<file path="src/rtl/chip8_top.sv">
// chip8_top: FPGA top of the chip8 board project.
// Receives 8N1 RS-232 bytes on rs232_rx_i and shows the last good byte on led_o.
// Contains an oversample tick divider, a 2-FF input synchroniser and a UART receiver.
// Optional feature macro: FRAME_ERR_LED_EN -- when defined, a framing error shows 8'hFF
// on led_o until the next good byte; otherwise bad frames are dropped silently.
// Everything runs on ice_clk_i. rstn_i is asynchronous and active-high despite its name.
module chip8_top #(
   parameter int CLKS_PER_BIT = 96,  // ice_clk_i cycles per UART bit (multiple of SAMPLE_RATE)
   parameter int SAMPLE_RATE  = 16   // oversample ticks per bit (even, >= 8)
) (
   input  logic       ice_clk_i,
   input  logic       rstn_i,
   input  logic       rs232_rx_i,
   output logic [7:0] led_o
);

   localparam int DIV = CLKS_PER_BIT / SAMPLE_RATE;
   localparam int DW  = (DIV > 1) ? $clog2(DIV) : 1;
   localparam int TW  = $clog2(SAMPLE_RATE);

   localparam logic [DW-1:0] DIV_LAST = DW'(DIV - 1);
   localparam logic [TW-1:0] TC_HALF  = TW'(SAMPLE_RATE / 2 - 1);
   localparam logic [TW-1:0] TC_LAST  = TW'(SAMPLE_RATE - 1);

   // Receiver states: START waits half a bit so all later samples land on bit centres.
   typedef enum logic [1:0] {
      S_IDLE  = 2'd0,
      S_START = 2'd1,
      S_DATA  = 2'd2,
      S_STOP  = 2'd3
   } state_t;

   logic [1:0]    sync_q;
   logic          rx_s;
   logic [DW-1:0] div_q;
   logic [DW-1:0] div_d;
   logic          tick;
   state_t        state_q;
   logic [TW-1:0] tc_q;
   logic [2:0]    idx_q;
   logic [7:0]    shift_q;
   logic [7:0]    led_q;

   // Two-flop synchroniser on the asynchronous serial line; resets to idle-high.
   always_ff @(posedge ice_clk_i or posedge rstn_i) begin
      if (rstn_i) begin
         sync_q <= 2'b11;
      end else begin
         sync_q <= {sync_q[0], rs232_rx_i};
      end
   end

   assign rx_s = sync_q[1];

   // Divider next-state: free-running count that wraps at DIV-1.
   always_comb begin
      div_d = div_q + 1'b1;
      if (div_q == DIV_LAST) begin
         div_d = '0;
      end
   end

   // Divider register; the wrap cycle is the one-cycle oversample enable.
   always_ff @(posedge ice_clk_i or posedge rstn_i) begin
      if (rstn_i) begin
         div_q <= '0;
      end else begin
         div_q <= div_d;
      end
   end

   assign tick = (div_q == DIV_LAST);

   // Receiver FSM with registered LED output; advances only on oversample ticks.
   always_ff @(posedge ice_clk_i or posedge rstn_i) begin
      if (rstn_i) begin
         state_q <= S_IDLE;
         tc_q    <= '0;
         idx_q   <= '0;
         shift_q <= '0;
         led_q   <= '0;
      end else if (tick) begin
         case (state_q)
            S_IDLE: begin
               tc_q  <= '0;
               idx_q <= '0;
               if (!rx_s) begin
                  state_q <= S_START;
               end
            end
            S_START: begin
               if (tc_q == TC_HALF) begin
                  tc_q <= '0;
                  // A line back high at the start-bit centre was only a glitch.
                  state_q <= rx_s ? S_IDLE : S_DATA;
               end else begin
                  tc_q <= tc_q + 1'b1;
               end
            end
            S_DATA: begin
               if (tc_q == TC_LAST) begin
                  tc_q           <= '0;
                  shift_q[idx_q] <= rx_s;
                  idx_q          <= idx_q + 1'b1;
                  if (idx_q == 3'd7) begin
                     state_q <= S_STOP;
                  end
               end else begin
                  tc_q <= tc_q + 1'b1;
               end
            end
            S_STOP: begin
               if (tc_q == TC_LAST) begin
                  tc_q    <= '0;
                  idx_q   <= '0;
                  // Return to IDLE at the stop-bit centre so a back-to-back start is caught.
                  state_q <= S_IDLE;
                  if (rx_s) begin
                     led_q <= shift_q;
                  end else begin
`ifdef FRAME_ERR_LED_EN
                     led_q <= 8'hFF;
`else
                     led_q <= led_q;
`endif
                  end
               end else begin
                  tc_q <= tc_q + 1'b1;
               end
            end
            default: begin
               state_q <= S_IDLE;
               tc_q    <= '0;
               idx_q   <= '0;
            end
         endcase
      end
   end

   assign led_o = led_q;

endmodule

</file>
<file path="config.mk">
export PLATFORM = sky130hd
export DESIGN_NAME = chip8_top
export DESIGN_NICKNAME = d
export VERILOG_FILES = /design/src/rtl/chip8_top.sv
export SDC_FILE = /design/constraint.sdc
export NUM_CORES = 1
export LEC_CHECK = 0
export ABC_AREA = 1
export CAP_MARGIN = 15
export CELL_PAD_IN_SITES_DETAIL_PLACEMENT = 1
export CELL_PAD_IN_SITES_GLOBAL_PLACEMENT = 1
export CORE_UTILIZATION = 32
export DETAILED_ROUTE_END_ITERATION = 16
export DONT_BUFFER_PORTS = 1
export PLACE_DENSITY = 0.61
export SYNTH_ARGS = -nofsm -noshare
export SYNTH_HDL_FRONTEND = slang
export SYNTH_SLANG_ARGS = --single-unit
</file>
<file path="constraint.sdc">
create_clock -name ice_clk_i -period 1.7 [get_ports ice_clk_i]
set_clock_uncertainty 0.1 [all_clocks]
set_input_delay 0.255 -clock ice_clk_i [delete_from_list [all_inputs] [get_ports ice_clk_i]]
set_output_delay 0.255 -clock ice_clk_i [all_outputs]
set_load 0.05 [all_outputs]
</file>
* Yosys cells after proc, flatten, opt, wreduce, memory -nomap -nowiden
Index checks and enable logic that the tools add are counted.
** Operators by class
- Add/sub/neg operators :: 3
- Eq/ne operators :: 12
- Mux-type cells :: 17
- Reductions and logical operators :: 8
- Magnitude comparators :: 2
** Operator list (count)
- 2-bit two-way mux :: 6
- 4-bit case mux with 3 select lines :: 1
- 2-bit inequality test (second input constant) :: 5
- 3-bit two-way mux :: 3
- 3-bit case mux with 3 select lines :: 1
- 8-bit bitwise mux :: 1
- 4-bit two-way mux :: 2
- 2-bit case mux with 4 select lines :: 1
- 4-bit AND reduction :: 2
- 3-bit by 1-bit adder with 3-bit output (second input constant) :: 2
- 3-bit equality test (second input constant) :: 2
- 6-bit AND reduction :: 1
- 4-bit by 1-bit adder with 4-bit output (second input constant) :: 1
- 2-bit equality test (second input constant) :: 2
- 4-bit by 3-bit equality test with 1-bit output (second input constant) :: 1
- 4-bit equality test (second input constant) :: 1
- 3-bit by 4-bit < comparator with 1-bit output (second input constant) :: 1
- 1-bit demux with 3-bit select :: 1
- 3-bit by 1-bit >= comparator with 1-bit output (second input constant) :: 1
- 3-bit AND reduction :: 1
- 3-bit nonzero test :: 1
- 2-bit by 1-bit equality test with 1-bit output (second input constant) :: 1
- 2-bit zero test :: 1
- 2-bit OR reduction :: 1
- 2 further kinds :: 2
** Word-level totals
- Register bits :: 30
- Output and inout port bits :: 8
- Input bits :: 3
- Logic and storage cells :: 49

* Logic depth before layout (Yosys ltp)
- Word-level depth :: 5
- Mapped depth :: 9
- Mapped depth without buffers :: 9

* Worst setup path after synthesis
Ideal clock, no wire load.
- Path kind :: register to register
- From :: register state_q[0]
- To :: register idx_q[0]
- Required time :: 1.464 ns
- Period minus slack after synthesis :: 1.496 ns
- Path slack :: 0.204 ns
- Library setup time :: 0.136 ns
- Arrival time :: 1.259 ns
- Cell stages (with the launch flop) :: 8
- Buffers on the path :: 0
- Cell sequence :: dfrtp_1 inv_1 ha_1 inv_1 a21oi_1 nand3_1 nand2_1 o21ai_0
** Between the ends
- Word-level cells in the longest chain between the ends :: 3
- Elaborated cells on any way between the ends :: 8
- Those cells by class :: eq/ne (4); mux (1); reduce/logical (3)
** Ends and longest elaborated chain
- start, declared :: RTL line 38 : state_t state_q;
- start signal, assigned :: RTL line 95 : state_q <= rx_s ? S_IDLE : S_DATA;
- 2-bit equality test / 2-bit zero test (equally long branches) :: RTL line 83 : case (state_q)
- 2-bit inequality test (no source line) / 3-bit nonzero test (equally long branches)
- 4-bit AND reduction (no source line)
- end signal, assigned :: RTL line 104 : idx_q <= idx_q + 1'b1;
- end, declared :: RTL line 40 : logic [2:0] idx_q;
Several ways; a longest one is shown, not always the timed one.
A chain may end at the register's enable or synchronous reset.

* Worst setup path after layout
- From :: register tc_q[0]
- To :: register shift_q[6]
** Between the ends
- Word-level cells in the longest chain between the ends :: 2
** Ends and longest elaborated chain
- start, declared :: RTL line 39 : logic [TW-1:0] tc_q;
- start signal, assigned :: RTL line 97 : tc_q <= tc_q + 1'b1;
- start signal, assigned :: RTL line 109 : tc_q <= tc_q + 1'b1;
- start signal, assigned :: RTL line 128 : tc_q <= tc_q + 1'b1;
- 4-bit equality test :: RTL line 101 : if (tc_q == TC_LAST) begin
- 3-bit AND reduction (no source line)
- end signal, assigned by index :: RTL line 103 : shift_q[idx_q] <= rx_s;
- end, declared :: RTL line 41 : logic [7:0] shift_q;
Every way passes these cells.

==> flow_summary.yaml <==
outcome:
  outcome: "complete, no violations"
logic_synthesis:
  ys_top_cells_by_area: "dfrtp_1 44%, nand2_1 13%, inv_1 6.4%, ha_1 6.3%, o21ai_2 4.4%"
  syn-instance-count: 180
  synth_top_family_by_area: "simple AND/OR/NAND/NOR gates"
  synth_compound_area_share_pct: 9.335
  synth_fa_ha_area_share_pct: 6.329
  netlist_area_um2: 1582
  yosys_warnings: 0
  synth_largest_area_cell: "dfrtp_1"
  synthMuxAreaShare_pct: 0
  synth-seq-cells: 30
  synthTopCellsByCount: "53 x nand2_1, 28 x dfrtp_1, 27 x inv_1"
  ys_types: 24
  synth_top_area_share_pct: 44.30
  synthArstFlopShare_pct: 100.0
  ys_seq_area_share_pct: 47.63
  synth_edf_count: 0
  syn_nets: 191
  synth-xor-area-share_pct: 0.5538
  yosysMostFrequentCell: "nand2_1"
  syn_area_per_cell_um2: 8.786
  synthFlopType: "dfrtp_1"
  yosys.area_share.simple_pct: 28.24
critical_path:
  crit_arrival_ns: 1.65
  r2r-start: "tc_q[0]"
  worstSetupPathType: "reg2reg"
  cp-endpoint: "shift_q[6]"
  worst_setup_path_end_kind: "register"
  critPathLaunchType: "register"
  worstPathMaxFanout: 8
  critical_path.startpoint: "tc_q[0]"
  cp.required_ns: 1.77
  rr_worst_depth: 8
  r2r_setup_slack_ns: 0.12
  r2r-end: "shift_q[6]"
clock_network:
  clk_latency_ns: 0.29
  clockRootBuffer: "clkbuf_8"
  clk_pin_slew_ns: 0.07
  ctsHtreeMaxLevel: 2
  cts_made_buffers: 5
  cts.sinks: 30
  cts_tree: "done"
  clk_path_buf_depth: 2
global_routing:
  grt_max_degree: 19
  overflow: 0
  grt_pass1_vias: 1264
  grt_usage_pct: 15.00
  antenna_found_initial: 0
  grt_first_pass_wirelength_um: 5934
floorplanning:
  die_w_um: 72.30
  die_y_um: 72.30
  die-area_um2: 5227
  start_util_pct: 33.26
  pin_count: 11
  rows: 25
  core-area_um2: 4755
final_layout:
  fin_cells: 258
  drive_gt1_share_pct: 18.32
  final_area_um2: 1808
  num_antenna_cells: 0
  nets: 201
  syn2layout_area_growth_pct: 14.32
sta:
  fmax_mhz: 633.5
  final-max-slew-violation-count: 0
  finalHoldViolations: 0
  finalCritPeriodShare_pct: 92.85
  finalSetupTns_ns: 0
  setup_violations: 0
  holdWs_ns: 0.2566
  grt_setup_unrepaired: "no"
  worstMarginPinSlew_ns: 0.5437
  slew-limit-headroom_pct: 63.71
  period_needed_ns: 1.578
place:
  port_buffers: 0
  place_area_um2: 1688
  dp_hpwl_um: 2418
  gp_congestion: 0.8241
  place_inst: 248
worst_hold_path:
  min_delay_path_depth: 0
  hold_path.class: "reg2reg"
route:
  wl_per_cell_um: 12.53
  firstDrtPassIters: 4
  drt-initial-drc-count: 20
  num_vias: 1173
  drc: 0
  wl_um: 3234
  viasPerCell: 4.547
  ant_nets: 0
pwr:
  ir_worst_vdd_mv: 0.3612
  leakagePower_uw: 0.0009030
  power.density_nw_per_um2: 932.9
job:
  maxCapViolCount: 0
==> worst max-delay path, cell delays in order (launching register included) <==
cell	delay [ns]
dfrtp_1	0.39
ha_2	0.25
nand3_4	0.12
nor2_8	0.17
nand2_4	0.11
nor2_8	0.15
nand2_1	0.07
nand2_1	0.06
nand2_1	0.04
==> through the flow <==
stage | total power [uW] | setup slack [ns] | util (%)
2_1_floorplan | 990.0 | 0.2045 | -
3_3_place_gp | 1081 | 0.1149 | 35.50
3_5_place_dp | 1095 | 0.08040 | 35.50
4_1_cts | 1714 | 0.05851 | 37.92
5_1_grt | 1796 | 0.001930 | 38.03
6_report | 1687 | 0.1215 | 38.03
==> worst min path at each step <==
stage	start	end	slack, ns
2_1_floorplan	rs232_rx_i	sync_q[0]	0.16
3_3_place_gp	rstn_i	shift_q[3]	0.11
3_5_place_dp	rstn_i	shift_q[3]	0.11
4_1_cts	sync_q[0]	sync_q[1]	0.26
5_1_grt	sync_q[0]	sync_q[1]	0.26
6_report	sync_q[0]	sync_q[1]	0.26
==> logic make-up (layout without fill, tap and decap cells) <==
logic type	count (synthesis)	in the layout
AND/OR/NAND/NOR	87	87
buffers and inverters	31	42
flip-flops	30	30
AO/OA/AOI/OAI	23	23
adder cells (fa/ha/maj)	8	8
XOR/XNOR	1	1
==> registers in the layout, summed over array words and instances, names as in the netlist, named ones only <==
signal / cells
sync_q: 2
state_q: 1
div_q: 3
tc_q: 4
led_o: 8
idx_q: 3
shift_q: 8
==> cells in the final DEF, fill, tap and decap left out, types with 5 or more instances in the layout <==
master    netlist  layout
nand2_1        53      53
o21ai_0        12      12
nor2_1          8       8
dfrtp_1        28      28
inv_1          27      27
clkbuf_8        0       6
o21ai_2         8       8
ha_1            8       6
nand3_1        10      10
nand4_1         5       5
==> per-layer routing <==
layer  track usage [%]  vias to the layer above  share of wire (%)
met3             3.750                        5                2.5
met4             7.843                        0                1.9
li1                  -                      583                  -
met5                 0                        -                  0
met1             17.89                      570                 46
met2             24.92                       15                 50
==> where the power goes <==
part           switching (uW)  internal (uW)  total (uW)
Sequential               33.4            750         783
Combinational             187            114         301
Clock                     277            325         602
Total                     498           1190        1690
==> final cells by class <==
cell class	instances	area (um^2)
Fill cell	590	2947
Sequential cell	30	753.2
Multi-Input combinational cell	119	708.2
Inverter	28	105.1
Tap cell	67	83.83
Clock buffer	6	82.58
Timing Repair Buffer	6	62.56
Clock inverter	2	12.51
==> repair_timing <==
action | 4_1_cts | 5_1_grt
hold buffers | 2 | 0
endpoints found under the setup margin | 0 | 14
endpoints found under the hold margin | 11 | 0
setup buffers | 0 | 0
resized for setup | 0 | 2
No activity file was read; power rests on OpenSTA's default activity.
